### src/rtl/vga_timing_gen_if.sv
// Raster timing bundle between vga_timing_gen (master) and the pixel/SRAM-address stage (slave).
// frame_cnt exists only when VGA_TIMING_FRAME_CNT_EN is defined.
interface vga_timing_gen_if;
  logic        pix_en;
  logic        h_sync;
  logic        v_sync;
  logic [11:0] h_count;
  logic [11:0] v_count;
  logic        display_en;
  logic        line_start;
  logic        frame_start;
`ifdef VGA_TIMING_FRAME_CNT_EN
  logic [7:0]  frame_cnt;

  modport master (input pix_en, output h_sync, v_sync, h_count, v_count,
                  display_en, line_start, frame_start, frame_cnt);
  modport slave  (output pix_en, input h_sync, v_sync, h_count, v_count,
                  display_en, line_start, frame_start, frame_cnt);
`else
  modport master (input pix_en, output h_sync, v_sync, h_count, v_count,
                  display_en, line_start, frame_start);
  modport slave  (output pix_en, input h_sync, v_sync, h_count, v_count,
                  display_en, line_start, frame_start);
`endif
endinterface

### src/rtl/vga_timing_gen.sv
// VGA raster timing: pixel/line counters, syncs, display window and strobes, all registered per pixel.
// Optional VGA_TIMING_FRAME_CNT_EN adds an 8-bit frame counter.
module vga_timing_gen #(
  parameter int H_ACTIVE = 800,
  parameter int H_FP     = 56,
  parameter int H_SYNC   = 120,
  parameter int H_BP     = 64,
  parameter int V_ACTIVE = 600,
  parameter int V_FP     = 37,
  parameter int V_SYNC   = 6,
  parameter int V_BP     = 23,
  parameter bit H_POL    = 1'b1,
  parameter bit V_POL    = 1'b1
) (
  input logic             clk_in,
  input logic             reset,
  vga_timing_gen_if.master vif
);
  localparam int H_TOTAL = H_ACTIVE + H_FP + H_SYNC + H_BP;
  localparam int V_TOTAL = V_ACTIVE + V_FP + V_SYNC + V_BP;

  generate
    if (H_TOTAL > 4096 || V_TOTAL > 4096) begin : g_cfg_err
      $error("vga_timing_gen: H_TOTAL/V_TOTAL exceed 12-bit counter range");
    end
  endgenerate

  localparam logic [11:0] H_ACT_END  = 12'(H_ACTIVE - 1);
  localparam logic [11:0] H_FP_END   = 12'(H_ACTIVE + H_FP - 1);
  localparam logic [11:0] H_SYNC_END = 12'(H_ACTIVE + H_FP + H_SYNC - 1);
  localparam logic [11:0] H_LAST     = 12'(H_TOTAL - 1);
  localparam logic [11:0] V_ACT      = 12'(V_ACTIVE);
  localparam logic [11:0] V_SYNC_BEG = 12'(V_ACTIVE + V_FP);
  localparam logic [11:0] V_SYNC_END = 12'(V_ACTIVE + V_FP + V_SYNC - 1);
  localparam logic [11:0] V_LAST     = 12'(V_TOTAL - 1);

  localparam logic [2:0] S_IDLE   = 3'd0;
  localparam logic [2:0] S_ACTIVE = 3'd1;
  localparam logic [2:0] S_FRONT  = 3'd2;
  localparam logic [2:0] S_SYNC   = 3'd3;
  localparam logic [2:0] S_BACK   = 3'd4;

  logic [2:0]  st_q, st_d;
  logic [11:0] h_q, v_q, h_d, v_d;
  logic        hs_q, vs_q, de_q, ls_q, fs_q;

  // Next-pixel computation; the state names the region of the pixel being presented.
  always_comb begin
    st_d = st_q;
    h_d  = h_q;
    v_d  = v_q;
    if (st_q == S_IDLE) begin
      st_d = S_ACTIVE;
      h_d  = '0;
      v_d  = '0;
    end else begin
      h_d = (h_q == H_LAST) ? 12'd0 : h_q + 12'd1;
      if (h_q == H_LAST)
        v_d = (v_q == V_LAST) ? 12'd0 : v_q + 12'd1;
      case (st_q)
        S_ACTIVE: if (h_q == H_ACT_END)  st_d = S_FRONT;
        S_FRONT:  if (h_q == H_FP_END)   st_d = S_SYNC;
        S_SYNC:   if (h_q == H_SYNC_END) st_d = S_BACK;
        S_BACK:   if (h_q == H_LAST)     st_d = S_ACTIVE;
        default:                         st_d = S_IDLE;
      endcase
    end
  end

  // Flags are derived from the next pixel so they register alongside the counts.
  always_ff @(posedge clk_in or negedge reset) begin
    if (!reset) begin
      st_q <= S_IDLE;
      h_q  <= '0;
      v_q  <= '0;
      hs_q <= ~H_POL;
      vs_q <= ~V_POL;
      de_q <= 1'b0;
      ls_q <= 1'b0;
      fs_q <= 1'b0;
    end else if (vif.pix_en) begin
      st_q <= st_d;
      h_q  <= h_d;
      v_q  <= v_d;
      hs_q <= (st_d == S_SYNC) ? H_POL : ~H_POL;
      vs_q <= (v_d >= V_SYNC_BEG && v_d <= V_SYNC_END) ? V_POL : ~V_POL;
      de_q <= (st_d == S_ACTIVE) && (v_d < V_ACT);
      ls_q <= (h_d == 12'd0);
      fs_q <= (h_d == 12'd0) && (v_d == 12'd0);
    end
  end

  assign vif.h_count     = h_q;
  assign vif.v_count     = v_q;
  assign vif.h_sync      = hs_q;
  assign vif.v_sync      = vs_q;
  assign vif.display_en  = de_q;
  assign vif.line_start  = ls_q;
  assign vif.frame_start = fs_q;

`ifdef VGA_TIMING_FRAME_CNT_EN
  logic [7:0] fcnt_q;

  // The IDLE->(0,0) edge opens frame 0, so only wraps back to (0,0) count.
  always_ff @(posedge clk_in or negedge reset) begin
    if (!reset)
      fcnt_q <= '0;
    else if (vif.pix_en && st_q != S_IDLE && h_d == 12'd0 && v_d == 12'd0)
      fcnt_q <= fcnt_q + 8'd1;
  end

  assign vif.frame_cnt = fcnt_q;
`endif
endmodule

### src/flat_wrapper.sv
// flat-port wrapper written by rule: the top's interface ports become plain ports
module vga_timing_gen_flat 
#(
  parameter int H_ACTIVE = 800,
  parameter int H_FP     = 56,
  parameter int H_SYNC   = 120,
  parameter int H_BP     = 64,
  parameter int V_ACTIVE = 600,
  parameter int V_FP     = 37,
  parameter int V_SYNC   = 6,
  parameter int V_BP     = 23,
  parameter bit H_POL    = 1'b1,
  parameter bit V_POL    = 1'b1
)
  (clk_in, reset, vif_pix_en, vif_h_sync, vif_v_sync, vif_h_count, vif_v_count, vif_display_en, vif_line_start, vif_frame_start);
  vga_timing_gen_if vif_i ();
  input logic clk_in;
  input logic reset;
  input wire logic [$bits(vif_i.pix_en)-1:0] vif_pix_en;
  output wire logic [$bits(vif_i.h_sync)-1:0] vif_h_sync;
  output wire logic [$bits(vif_i.v_sync)-1:0] vif_v_sync;
  output wire logic [$bits(vif_i.h_count)-1:0] vif_h_count;
  output wire logic [$bits(vif_i.v_count)-1:0] vif_v_count;
  output wire logic [$bits(vif_i.display_en)-1:0] vif_display_en;
  output wire logic [$bits(vif_i.line_start)-1:0] vif_line_start;
  output wire logic [$bits(vif_i.frame_start)-1:0] vif_frame_start;
  assign vif_i.pix_en = vif_pix_en;
  assign vif_h_sync = vif_i.h_sync;
  assign vif_v_sync = vif_i.v_sync;
  assign vif_h_count = vif_i.h_count;
  assign vif_v_count = vif_i.v_count;
  assign vif_display_en = vif_i.display_en;
  assign vif_line_start = vif_i.line_start;
  assign vif_frame_start = vif_i.frame_start;
  vga_timing_gen #(.H_ACTIVE(H_ACTIVE), .H_FP(H_FP), .H_SYNC(H_SYNC), .H_BP(H_BP), .V_ACTIVE(V_ACTIVE), .V_FP(V_FP), .V_SYNC(V_SYNC), .V_BP(V_BP), .H_POL(H_POL), .V_POL(V_POL)) u_core (.clk_in(clk_in), .reset(reset), .vif(vif_i));
endmodule
### config.mk
export PLATFORM = sky130hd
export DESIGN_NAME = vga_timing_gen_flat
export DESIGN_NICKNAME = d
export VERILOG_FILES = /design/src/rtl/vga_timing_gen_if.sv /design/src/rtl/vga_timing_gen.sv /design/src/flat_wrapper.sv
export SDC_FILE = /design/constraint.sdc
export NUM_CORES = 1
export LEC_CHECK = 0
export ABC_AREA = 1
export BUFFER_PORTS_ARGS = -buffer_cell sky130_fd_sc_hd__buf_2
export CAP_MARGIN = 20
export CORE_MARGIN = 4
export CORE_UTILIZATION = 40
export DETAILED_ROUTE_END_ITERATION = 8
export GPL_ROUTABILITY_DRIVEN = 0
export PLACE_DENSITY = 0.61
export SLEW_MARGIN = 0
export SYNTH_ARGS = -nofsm -noshare
export SYNTH_HDL_FRONTEND = slang
export SYNTH_SLANG_ARGS = --single-unit
### constraint.sdc
create_clock -name clk_in -period 2.2 [get_ports clk_in]
set_clock_uncertainty 0.05 [all_clocks]
set_input_delay 0.33 -clock clk_in [delete_from_list [all_inputs] [get_ports clk_in]]
set_output_delay 0.33 -clock clk_in [all_outputs]
set_load 0.1 [all_outputs]
==> results of run 1 <==
[worst reg2reg max path: cells and delay by family (launching register included)]
family,cells,cell delay (ns)
fa+ha+maj,1,0.18
simple gates,10,0.99
buf+inv,2,0.25
flops,1,0.50
[registers in the layout (all words and copies together), names as in the netlist]
register	cells
u_core.vif.v_count	12
u_core.vif.h_sync	1
u_core.st_q	3
u_core.vif.line_start	1
u_core.vif.h_count	12
u_core.vif.frame_start	1
u_core.vif.v_sync	1
u_core.vif.display_en	1
[Yosys cell counts (3+ instances only)]
master and count:
clkbuf_1 6, o21ai_0 33, nand2_1 113, inv_1 41, o21bai_1 3, nand3_1 44, inv_2 3, nand4_1 9
dfrtp_1 32, nor2_1 39, nor3_1 7, ha_1 3
[layout make-up]
type                    count  area share (%)
clock buffers               8            3.15
inverters                  44            5.86
multi-input cells         275            48.7
flip-flops and latches     32            29.1
well taps                  72            3.15
repair buffers             48            10.0
[per-stage QoR]
stage          util, %  hold WS (ns)  setup slack, ns  total power [W]
6_report          51.6        0.0535            0.133          0.00341
5_1_grt           51.6        0.0947          -0.0151          0.00363
4_1_cts           49.4        0.0727           0.0181          0.00331
3_5_place_dp      47.7         0.389          -0.0276          0.00282
3_3_place_gp      47.7         0.389          -0.0124          0.00282
2_1_floorplan        -       -0.0156           0.0202          0.00242
[worst paths after layout]
kind,slack [ns],depth (start not counted),to,startpoint
worst min-delay path,0.05,1,u_core.vif.v_count[5],reset
worst min register to register,0.42,2,u_core.vif.display_en,u_core.vif.display_en
max in group asynchronous,1.51,1,u_core.vif.h_count[0],reset
worst max-delay path,0.13,13,u_core.vif.frame_start,u_core.vif.h_count[1]
min in group clk_in,0.42,2,u_core.vif.display_en,u_core.vif.display_en
worst max register to register,0.13,13,u_core.vif.frame_start,u_core.vif.h_count[1]
[cell families after synthesis]
logic type | count (synthesis) | synth area share (%)
simple gates | 226 | 43.7
buf+inv | 52 | 8.80
compound gates | 45 | 10.8
flops | 32 | 34.8
fa+ha+maj | 3 | 1.63
xor+xnor | 1 | 0.380
[power by group through the flow]
stage	clock network, W	logic (W)	registers [W]
2_1_floorplan	0	0.000634	0.00179
3_3_place_gp	0	0.00191	0.000909
3_5_place_dp	0	0.00191	0.000910
4_1_cts	0.000487	0.00192	0.000901
5_1_grt	0.000519	0.00217	0.000942
6_report	0.000464	0.00203	0.000916
[routing by layer]
| metal | share of wire, % | routed length [um] | vias to the layer above |
|---|---|---|---|
| li1 | - | - | 1263 |
| met1 | 48 | 3120 | 1087 |
| met2 | 45 | 2940 | 74 |
| met3 | 5.4 | 353 | 8 |
| met4 | 1.5 | 99 | 0 |
| met5 | 0 | 0 | - |
[repair_timing]
| action | CTS | global route |
|---|---|---|
| setup endpoints to repair | 1 | 4 |
| buffers inserted | 0 | 4 |
| gates resized for setup | 1 | 25 |
| endpoints found under the hold margin | 0 | 0 |
| pin swaps | 0 | 3 |
==> key figures, run 1 <==
Pwr
  – Sequential power share: a little over a quarter
  – Net Sw Frac: 57.5%
  – Pwr Density: 1190 nW/um^2
  – Static Leakage: 1.46 nW
  – Total net switching power: a little under 0.002 W
  – Comb power frac: 59.5%
  – Worst VDD drop: 0.000958 V
  – Int Power: about 0.0014 W
  – Clock power frac: 13.6%

Clock network
  – Clock root cell: clkbuf_8
  – Clk buf depth: 2
  – Sink Count: 32
  – CTS tree: done
  – Cts bufs inserted: 5
  – # hold bufs at CTS: 0
  – Number of H-tree levels: 2
  – Worst-skew pair later-pin latency: 0.29 ns
  – Clock transition at the registers of the reported paths: 0.07 ns

Timing
  – Final Max Slew Viols: 0
  – Slew margin rel.: 51.4%
  – Final period utilization: between 90% and 100%
  – Achievable clock frequency: 484 MHz
  – Worst-Margin Slew: ~0.73 ns
  – Final setup fails: 0
  – Min Tclk post-route: ~2.1 ns
  – Final Hold Viols: 0
  – Setup TNS: 0 ns

Layout
  – Commonest non-fill, non-tap cell in the layout: nand2_1
  – Reg area: 832 sq um
  – ANT cells: 0
  – Fillers: between 500 and 600
  – Layout cells sized above 1: 26.0%
  – Fin cells: 479
  – Post-route cell area: 2860 sq um
  – Multi-input gate area: 1390 sq um
  – Final net count: 412
  – Area grow syn2layout: 24.2%
  – Most frequent cells in the layout: nand2_1 (110), inv_1 (40), nand3_1 (40), nor2_1 (32), o21ai_0 (32)

Synth
  – Yosys top cell by area: dfrtp_1
  – Top_reg_cell synth: dfrtp_1
  – Net Count, Synth: 365
  – Yosys top cell area share: 34.8%
  – Post-synth cell types: 31
  – Post-synth EDFFs: 0
  – Avg Inst Size Synth: 6.42 sq um
  – Post-synth ARST share: 100%
  – Synth Register Bits: 32
  – Top area cells in the synthesized netlist: dfrtp_1 (35%), nand2_1 (18%), nand3_1 (9.6%)
  – Yosys Warn Count: 0
  – Post-Synthesis Cells: 359
  – Register area share after synthesis: 34.8%
  – Synthesized cell area: 2300 sq um

Critical path
  – CP Class: flop to flop
  – Crit-path cells: ha_4, nand2_4, inv_1, nand2_2, nor2_1, nand2_2, nand2_4, buf_4, or2_2, nand3_2, nor2_2, nand2_1, nand2_1
  – CP Buf/Inv Count: 2
  – Req. time, crit path: 2.33 ns
  – Largest stage delay, worst path: 0.50 ns
  – Worst Path Max Fanout: 8
  – Crit end category: flop
  – Slowest cell on crit path: dfrtp_4
  – Delay-heaviest family, CP: simple AND/OR/NAND/NOR gates
  – CP startpoint kind: flop
  – Crit path arrival time: approximately 2.2 ns

Detailed routing
  – DRT Pass-1 Iters: 5
  – # DRC: 0
  – Via Count: 2432
  – Wire per inst: approximately 14 um
  – 1st-iter DRT viols: 170
  – DRT antenna net count: 0
  – Vias per std cell: between 5 and 6
  – Final wirelength: 6.51 mm

Die
  – I/O Pins: 32
  – Chip Height: ~84 um
  – Core footprint: roughly 5500 sq um
  – Die area: 7040 sq um
  – Row cnt: 27
  – Starting Density: 41.6%
  – Die width: 83.9 um

Global routing
  – Vias in the first global route: between 2000 and 2500
  – Met1 usage: a little over a quarter
  – Met2 usage: slightly below 30%
  – Met3 GRT Util: 4.15%
  – Pin count of the biggest net entering global routing: 33
  – First-pass GRT wire length: 10.9 mm
  – GRT Total Usage: 19.0%
  – GR Overflow Total: 0
  – Layer with the highest usage: met2
  – Initial antenna violation count: 0

Place
  – HPWL Detailed: 4.98 mm
  – Post-place instance area: approximately 2600 sq um
  – IO Port Bufs: 31
  – DP Cell Count: ~470

Run status
  – Status: complete, no violations

Flow run
  – Max-cap violations: 0

Hold path
  – HP Class: primary input to async pin
Power figures use the tool's default switching activity.
==> run 2, diff against run 1 <==
Settings changed: ABC_AREA 1 to 0.
==> run 2 against run 1 <==
The flow now finishes with violations (negative setup slack). Routed wire length rose by 8.4%. First-iteration DRC count up 29%. Sequential power is 20% lower. Maximum frequency shrank 8.1%. Clock power grew 13%. Non-clock buffer count increased by 31. Combinational power is 61% lower. Power decreased by 40%. Core utilization grew 5.4 points. Largest cell class unchanged. Highest routed layer unchanged.
==> key figures, run 2 <==
Run status
  – Status: complete, but fails checks
  – Failing checks: negative setup slack

Clock network
  – Clock transition at the registers of the reported paths: 0.07 ns (about the same)
  – CTS tree: done
  – # hold bufs at CTS: 0 (unchanged)
  – Clk buf depth: 2 (unchanged)
  – Clock root cell: clkbuf_8
  – Number of H-tree levels: 2 (unchanged)
  – Worst-skew pair later-pin latency: 0.29 ns (about the same)
  – Cts bufs inserted: 5 (unchanged)
  – Sink Count: 32 (unchanged)

Critical path
  – Slowest cell on crit path: dfrtp_4
  – Crit path arrival time: 2.37 ns (+0.17 ns)
  – Delay-heaviest family, CP: simple AND/OR/NAND/NOR gates
  – CP Buf/Inv Count: 1 (-1)
  – Worst setup path start: u_core.vif.h_count[9]
  – Req. time, crit path: 2.32 ns (about the same)
  – R2R setup slack: -0.05 ns (-0.18 ns)
  – Largest stage delay, worst path: 0.49 ns (about the same)
  – Crit-path cells: nor4_4, buf_4, nand4_4, or3_4, and2_4, and4_1, a31oi_1, o32ai_1
  – Worst Path Max Fanout: 6 (-2)
  – RR Startpoint: u_core.vif.h_count[9]
  – Crit end category: flop
  – CP Class: flop to flop
  – CP startpoint kind: flop

Synth
  – Top_reg_cell synth: dfrtp_1
  – Avg Inst Size Synth: 7.99 sq um (+25%)
  – Post-Synthesis Cells: 295 (-18%)
  – Top area cells in the synthesized netlist: dfrtp_1 (34%), o21ai_0 (7.9%), nand2_1 (7.2%)
  – Yosys top cell by area: dfrtp_1
  – Synth Register Bits: 32 (unchanged)
  – Post-synth EDFFs: 0 (unchanged)
  – Most frequent cell after synthesis: nand2_1
  – Top cells by count, synth: nand2_1 (45), o21ai_0 (37), dfrtp_1 (32)
  – Yosys Warn Count: 0 (unchanged)
  – Synthesized cell area: 2360 sq um (+2.4%)
  – Yosys top cell area share: 34.0% (-0.81 points)
  – Post-synth ARST share: 100% (unchanged)
  – Register area share after synthesis: 34.0% (-0.81 points)
  – Net Count, Synth: 301 (-18%)
  – Post-synth cell types: 57 (+84%)

Place
  – HPWL Detailed: 5.05 mm (+1.5%)
  – IO Port Bufs: 31 (unchanged)
  – DP Cell Count: 417 (-11%)
  – Post-place instance area: 2920 sq um (+10%)

Layout
  – Multi-input gate area: 1590 sq um (+14%)
  – Fillers: 535 (-4.6%)
  – Post-route cell area: 3200 sq um (+12%)
  – Most frequent cells in the layout: buf_4 (44), nand2_1 (43), buf_2 (31), o21ai_0 (28), nand3_1 (19)
  – Commonest non-fill, non-tap cell in the layout: buf_4
  – Layout cells sized above 1: 40.9% (+15 points)
  – Reg area: 858 sq um (+3.2%)
  – ANT cells: 0 (unchanged)
  – Final net count: 364 (-12%)
  – Fin cells: 431 (-10%)
  – Area grow syn2layout: 35.6%

Pwr
  – Worst VDD drop: 0.000602 V (-37%)
  – Static Leakage: 1.36 nW (-6.7%)
  – Tot Pwr: 0.00205 W (-40%)
  – Pwr Density: 640 nW/um^2 (-46%)

Detailed routing
  – 1st-iter DRT viols: 220 (+29%)
  – Final wirelength: 7.06 mm (+8.4%)
  – Wire per inst: 16.4 um (+21%)
  – DRT antenna net count: 0 (unchanged)
  – Via Count: 2537 (+4.3%)
  – DRT Pass-1 Iters: 6 (+1)
  – Vias per std cell: 5.89 (+16%)
  – # DRC: 0 (unchanged)

Die
  – I/O Pins: 32 (unchanged)
  – Die area: 7190 sq um (+2.2%)
  – Core footprint: 5610 sq um (+1.2%)
  – Die width: 84.8 um (+1.1%)
  – Row cnt: 27 (unchanged)
  – Chip Height: 84.8 um (+1.1%)
  – Starting Density: 42.1% (+0.48 points)

Timing
  – Achievable clock frequency: 444 MHz (-8.1%)
  – Worst hold margin: 0.0461 ns (-0.00737 ns)
  – Final period utilization: 102% (+8.3 points)
  – Min Tclk post-route: 2.25 ns (+0.183 ns)
  – Final setup fails: 2 (+2)
  – Final Max Slew Viols: 0 (unchanged)
  – Setup WS post-layout: -0.0505 ns (-0.183 ns)
  – Worst-Margin Slew: 0.749 ns (+0.0204 ns)
  – Unrepaired setup endpoints after global routing: yes
  – Final Hold Viols: 0 (unchanged)
  – Setup TNS: -0.0670 ns (-0.0670 ns)
  – Slew margin rel.: 50.0% (-1.4 points)

Global routing
  – Vias in the first global route: 2336 (+6.1%)
  – GRT Total Usage: 20.1% (+1.1 points)
  – First-pass GRT wire length: 11.8 mm (+7.7%)
  – Initial antenna violation count: 0 (unchanged)
  – Pin count of the biggest net entering global routing: 33 (unchanged)
  – GR Overflow Total: 0 (unchanged)

Flow run
  – Max-cap violations: 0 (unchanged)

Hold path
  – HP Class: primary input to async pin
-- run 2: final timing paths --
path	endpoint	cells after the start
min in group clk_in	u_core.vif.h_sync	1
min	u_core.vif.h_count[4]	1
max	u_core.vif.frame_start	8
max in group asynchronous	u_core.vif.h_count[9]	1
min reg2reg	u_core.vif.h_sync	1
max reg2reg	u_core.vif.frame_start	8
-- run 2: cell families (layout without fill, tap and decap cells) --
kind of cell    after synthesis  in the layout  synth area share [%]
flops                        32             32                  34.0
fa+ha+maj                     3              3                  1.59
buf+inv                      31             94                  6.63
simple gates                137            138                  32.3
mux                           3              3                  1.38
xor+xnor                      6              6                  2.23
compound gates               83             83                  21.9
-- run 2: power by group --
| group | total [W] | internal, W | switching (W) |
|---|---|---|---|
| Clock | 0.000523 | 0.000286 | 0.000237 |
| Combinational | 0.000796 | 0.000209 | 0.000587 |
| Sequential | 0.000729 | 0.000652 | 0.0000769 |
| Total | 0.00205 | 0.00115 | 0.000901 |
-- run 2: what timing repair did --
action,CTS,global route
cloned,0,1
pin swaps,6,20
gates resized for setup,10,30
setup buffers,4,4
setup endpoints to repair,4,23
-- run 2: metal layers --
layer	part of all wire, %	global-route usage (%)
met4	1.3	5.76
met2	45	29.8
met3	6.3	3.34
met5	0	0
met1	47	29.9
-- run 2: worst register-to-register path, delay by kind of cell (launching register included) --
kind                   cells  cell delay [ns]
AO/OA/AOI/OAI              2             0.28
buffers and inverters      1             0.17
flip-flops                 1             0.49
AND/OR/NAND/NOR            5             1.15
-- run 2: final cells by class --
| type | instances | share of cell area [%] |
|---|---|---|
| clock buffers | 8 | 3.13 |
| well taps | 72 | 2.82 |
| inverters | 7 | 0.821 |
| repair buffers | 79 | 16.6 |
| flip-flops and latches | 32 | 26.8 |
| multi-input cells | 233 | 49.8 |
-- run 2: through the flow --
step	setup slack (ns)	utilization, %
5_1_grt	-0.173	57.1
2_1_floorplan	-0.148	-
6_report	-0.0505	57.1
3_5_place_dp	-0.176	52.0
3_3_place_gp	-0.120	52.0
4_1_cts	-0.0806	55.3
==> run 3, diff against run 2 <==
Settings changed: BUFFER_PORTS_ARGS -buffer_cell sky130_fd_sc_hd__buf_2 to -buffer_cell sky130_fd_sc_hd__buf_4.
==> run 3 against run 2 <==
The flow still finishes with violations (negative setup slack). Clock power down 6.5%. Critical endpoint unchanged. Cell count rose by 0.46%. Largest cell class unchanged. Power is 0.80% lower. Largest power group unchanged. Final area increased by 1.8%. Die area stayed put. Register-to-register slack got worse by 0.06 ns. Hold slack better by 0.25 ns.
==> key figures, run 3 (synthesized netlist as in run 2, its figures left out) <==
Place
  – Post-place instance area: 3030 sq um (+3.7%)
  – IO Port Bufs: 31 (unchanged)
  – HPWL Detailed: 5.15 mm (+1.9%)

Detailed routing
  – M1 WL: 3.50 mm (+4.8%)
  – # DRC: 0 (unchanged)
  – DRT antenna net count: 0 (unchanged)
  – Top sig layer: met4
  – 1st-iter DRT viols: 158 (-28%)
  – Metal2 WL: 3.23 mm (+1.3%)
  – Vias per std cell: 5.64 (-4.3%)
  – Met3 WL: 349 um (-22%)
  – Via Count: 2440 (-3.8%)
  – Wire per inst: 16.5 um (+0.40%)
  – Final wirelength: 7.13 mm (+0.86%)
  – DRT Pass-1 Iters: 4 (-2)

Pwr
  – Pwr Density: 624 nW/um^2 (-2.5%)
  – Net Sw Frac: 43.8% (-0.22 points)
  – Worst VDD drop: 0.000714 V (+19%)
  – Comb power frac: 40.0% (+1.1 points)
  – Total net switching power: 0.000889 W (-1.3%)
  – Tot Pwr: 0.00203 W (-0.80%)
  – Sequential power share: 35.9% (+0.3 points)
  – Int Power: 0.00114 W (-0.41%)
  – Static Leakage: 1.32 nW (-3.1%)
  – Clock power frac: 24.1% (-1.4 points)

Clock network
  – Clock root cell: clkbuf_8
  – Cts bufs inserted: 5 (unchanged)
  – CTS tree: done
  – Sink Count: 32 (unchanged)
  – Clk buf depth: 2 (unchanged)
  – Clock transition at the registers of the reported paths: 0.07 ns (about the same)
  – Number of H-tree levels: 2 (unchanged)
  – Worst-skew pair later-pin latency: 0.28 ns (about the same)

Critical path
  – CP Buf/Inv Count: 1 (unchanged)
  – Largest stage delay, worst path: 0.49 ns (about the same)
  – Crit path arrival time: 2.42 ns (+0.05 ns)
  – Slowest cell on crit path: dfrtp_4
  – Req. time, crit path: 2.31 ns (about the same)
  – CP startpoint kind: flop
  – R2R setup slack: -0.11 ns (-0.06 ns)
  – Crit end category: flop
  – Delay-heaviest family, CP: simple AND/OR/NAND/NOR gates
  – Crit-path cells: nor4_4, nand4_4, buf_6, or4_4, and4_1, a31oi_1, o32ai_2
  – CP Class: flop to flop
  – Worst Path Max Fanout: 7 (+1)

Timing
  – Achievable clock frequency: 433 MHz (-2.5%)
  – Final Max Slew Viols: 0 (unchanged)
  – Final period utilization: 105% (+2.6 points)
  – Worst hold margin: 0.294 ns (+0.248 ns)
  – Final setup fails: 4 (+2)
  – Setup WS post-layout: -0.108 ns (-0.0574 ns)
  – Unrepaired setup endpoints after global routing: yes
  – Final Hold Viols: 0 (unchanged)
  – Min Tclk post-route: 2.31 ns (+0.0574 ns)
  – Worst-Margin Slew: 0.438 ns (-0.312 ns)
  – Setup TNS: -0.273 ns (-0.206 ns)
  – Slew margin rel.: 70.8% (+21 points)

Global routing
  – Initial antenna violation count: 0 (unchanged)
  – First-pass GRT wire length: 11.9 mm (+0.89%)
  – Pin count of the biggest net entering global routing: 33 (unchanged)
  – Vias in the first global route: 2335 (-0.043%)
  – GRT Total Usage: 20.2% (+0.094 points)
  – GR Overflow Total: 0 (unchanged)

Flow run
  – Max-cap violations: 0 (unchanged)

Die
  – Die area: 7190 sq um (unchanged)
  – Row cnt: 27 (unchanged)
  – Chip Height: 84.8 um (unchanged)
  – Die width: 84.8 um (unchanged)
  – Core footprint: 5610 sq um (unchanged)
  – I/O Pins: 32 (unchanged)
  – Starting Density: 42.1% (unchanged)

Run status
  – Status: complete, but fails checks
  – Failing checks: negative setup slack

Hold path
  – HP Class: primary input to flop

Layout
  – Layout cells sized above 1: 39.6% (-1.3 points)
  – Fillers: 549 (+2.6%)
  – Layout Utilization: 58.1% (+1.0 points)
  – Area grow syn2layout: 38.0%
  – Most frequent cells in the layout: buf_4 (76), nand2_1 (44), o21ai_0 (31), nand3_1 (20)
  – Commonest non-fill, non-tap cell in the layout: buf_4
  – Post-route cell area: 3260 sq um (+1.8%)
  – ANT cells: 0 (unchanged)
  – Final net count: 366 (+0.55%)
[run 3: cell count changes in the layout (fill, tap and decap cells not counted), sizes merged]
cell,previous run,this run
dlygate4sd3,0,1
and4,6,5
buf,79,81
[run 3: timing repair]
item,in CTS,in global routing
setup buffers,1,2
hold buffers,1,0
pin swaps,9,14
endpoints found under the hold margin,32,0
setup endpoints to repair,6,14
resized for setup,8,22
[run 3: final cells by class]
cell class / count / area (sq um) / area share, %
Multi-Input combinational cell: 232 / 1550 / 47.5
Timing Repair Buffer: 82 / 646 / 19.8
Clock buffer: 8 / 90.1 / 2.77
Tap cell: 72 / 90.1 / 2.77
Inverter: 7 / 26.3 / 0.807
Sequential cell: 32 / 858 / 26.4
[run 3: final timing paths]
kind	from	endpoint	depth (start not counted)
max in group asynchronous	reset	u_core.vif.h_count[6]	2
worst min-delay path	vif_pix_en	u_core.vif.h_count[0]	2
worst max register to register	u_core.vif.h_count[9]	u_core.vif.frame_start	7
worst max-delay path	u_core.vif.h_count[9]	u_core.vif.frame_start	7
worst min register to register	u_core.vif.display_en	u_core.vif.display_en	1
min in group asynchronous	reset	u_core.vif.h_count[1]	2
[run 3: metrics by stage]
stage                     worst slack (ns)  instances
after floorplan                     -0.148        295
after global placement             -0.0781        421
after detailed placement            -0.187        421
after CTS                          -0.0760        431
after global routing                -0.184        433
final                               -0.108        433
[run 3: routing by layer]
| layer | GRT usage (%) | vias to the layer above |
|---|---|---|
| met1 | 30.2 | 1159 |
| li1 | - | 1216 |
| met3 | 3.24 | 4 |
| met4 | 4.46 | 0 |
| met5 | 0 | - |
| met2 | 30.5 | 61 |
[run 3: power groups by stage]
stage | registers [W] | clock network, W | logic, W
floorplan | 0.00104 | 0 | 0.000257
global placement | 0.000734 | 0 | 0.000783
detailed placement | 0.000738 | 0 | 0.000788
CTS | 0.000727 | 0.000497 | 0.000796
global route | 0.000741 | 0.000526 | 0.000860
finish | 0.000729 | 0.000489 | 0.000813
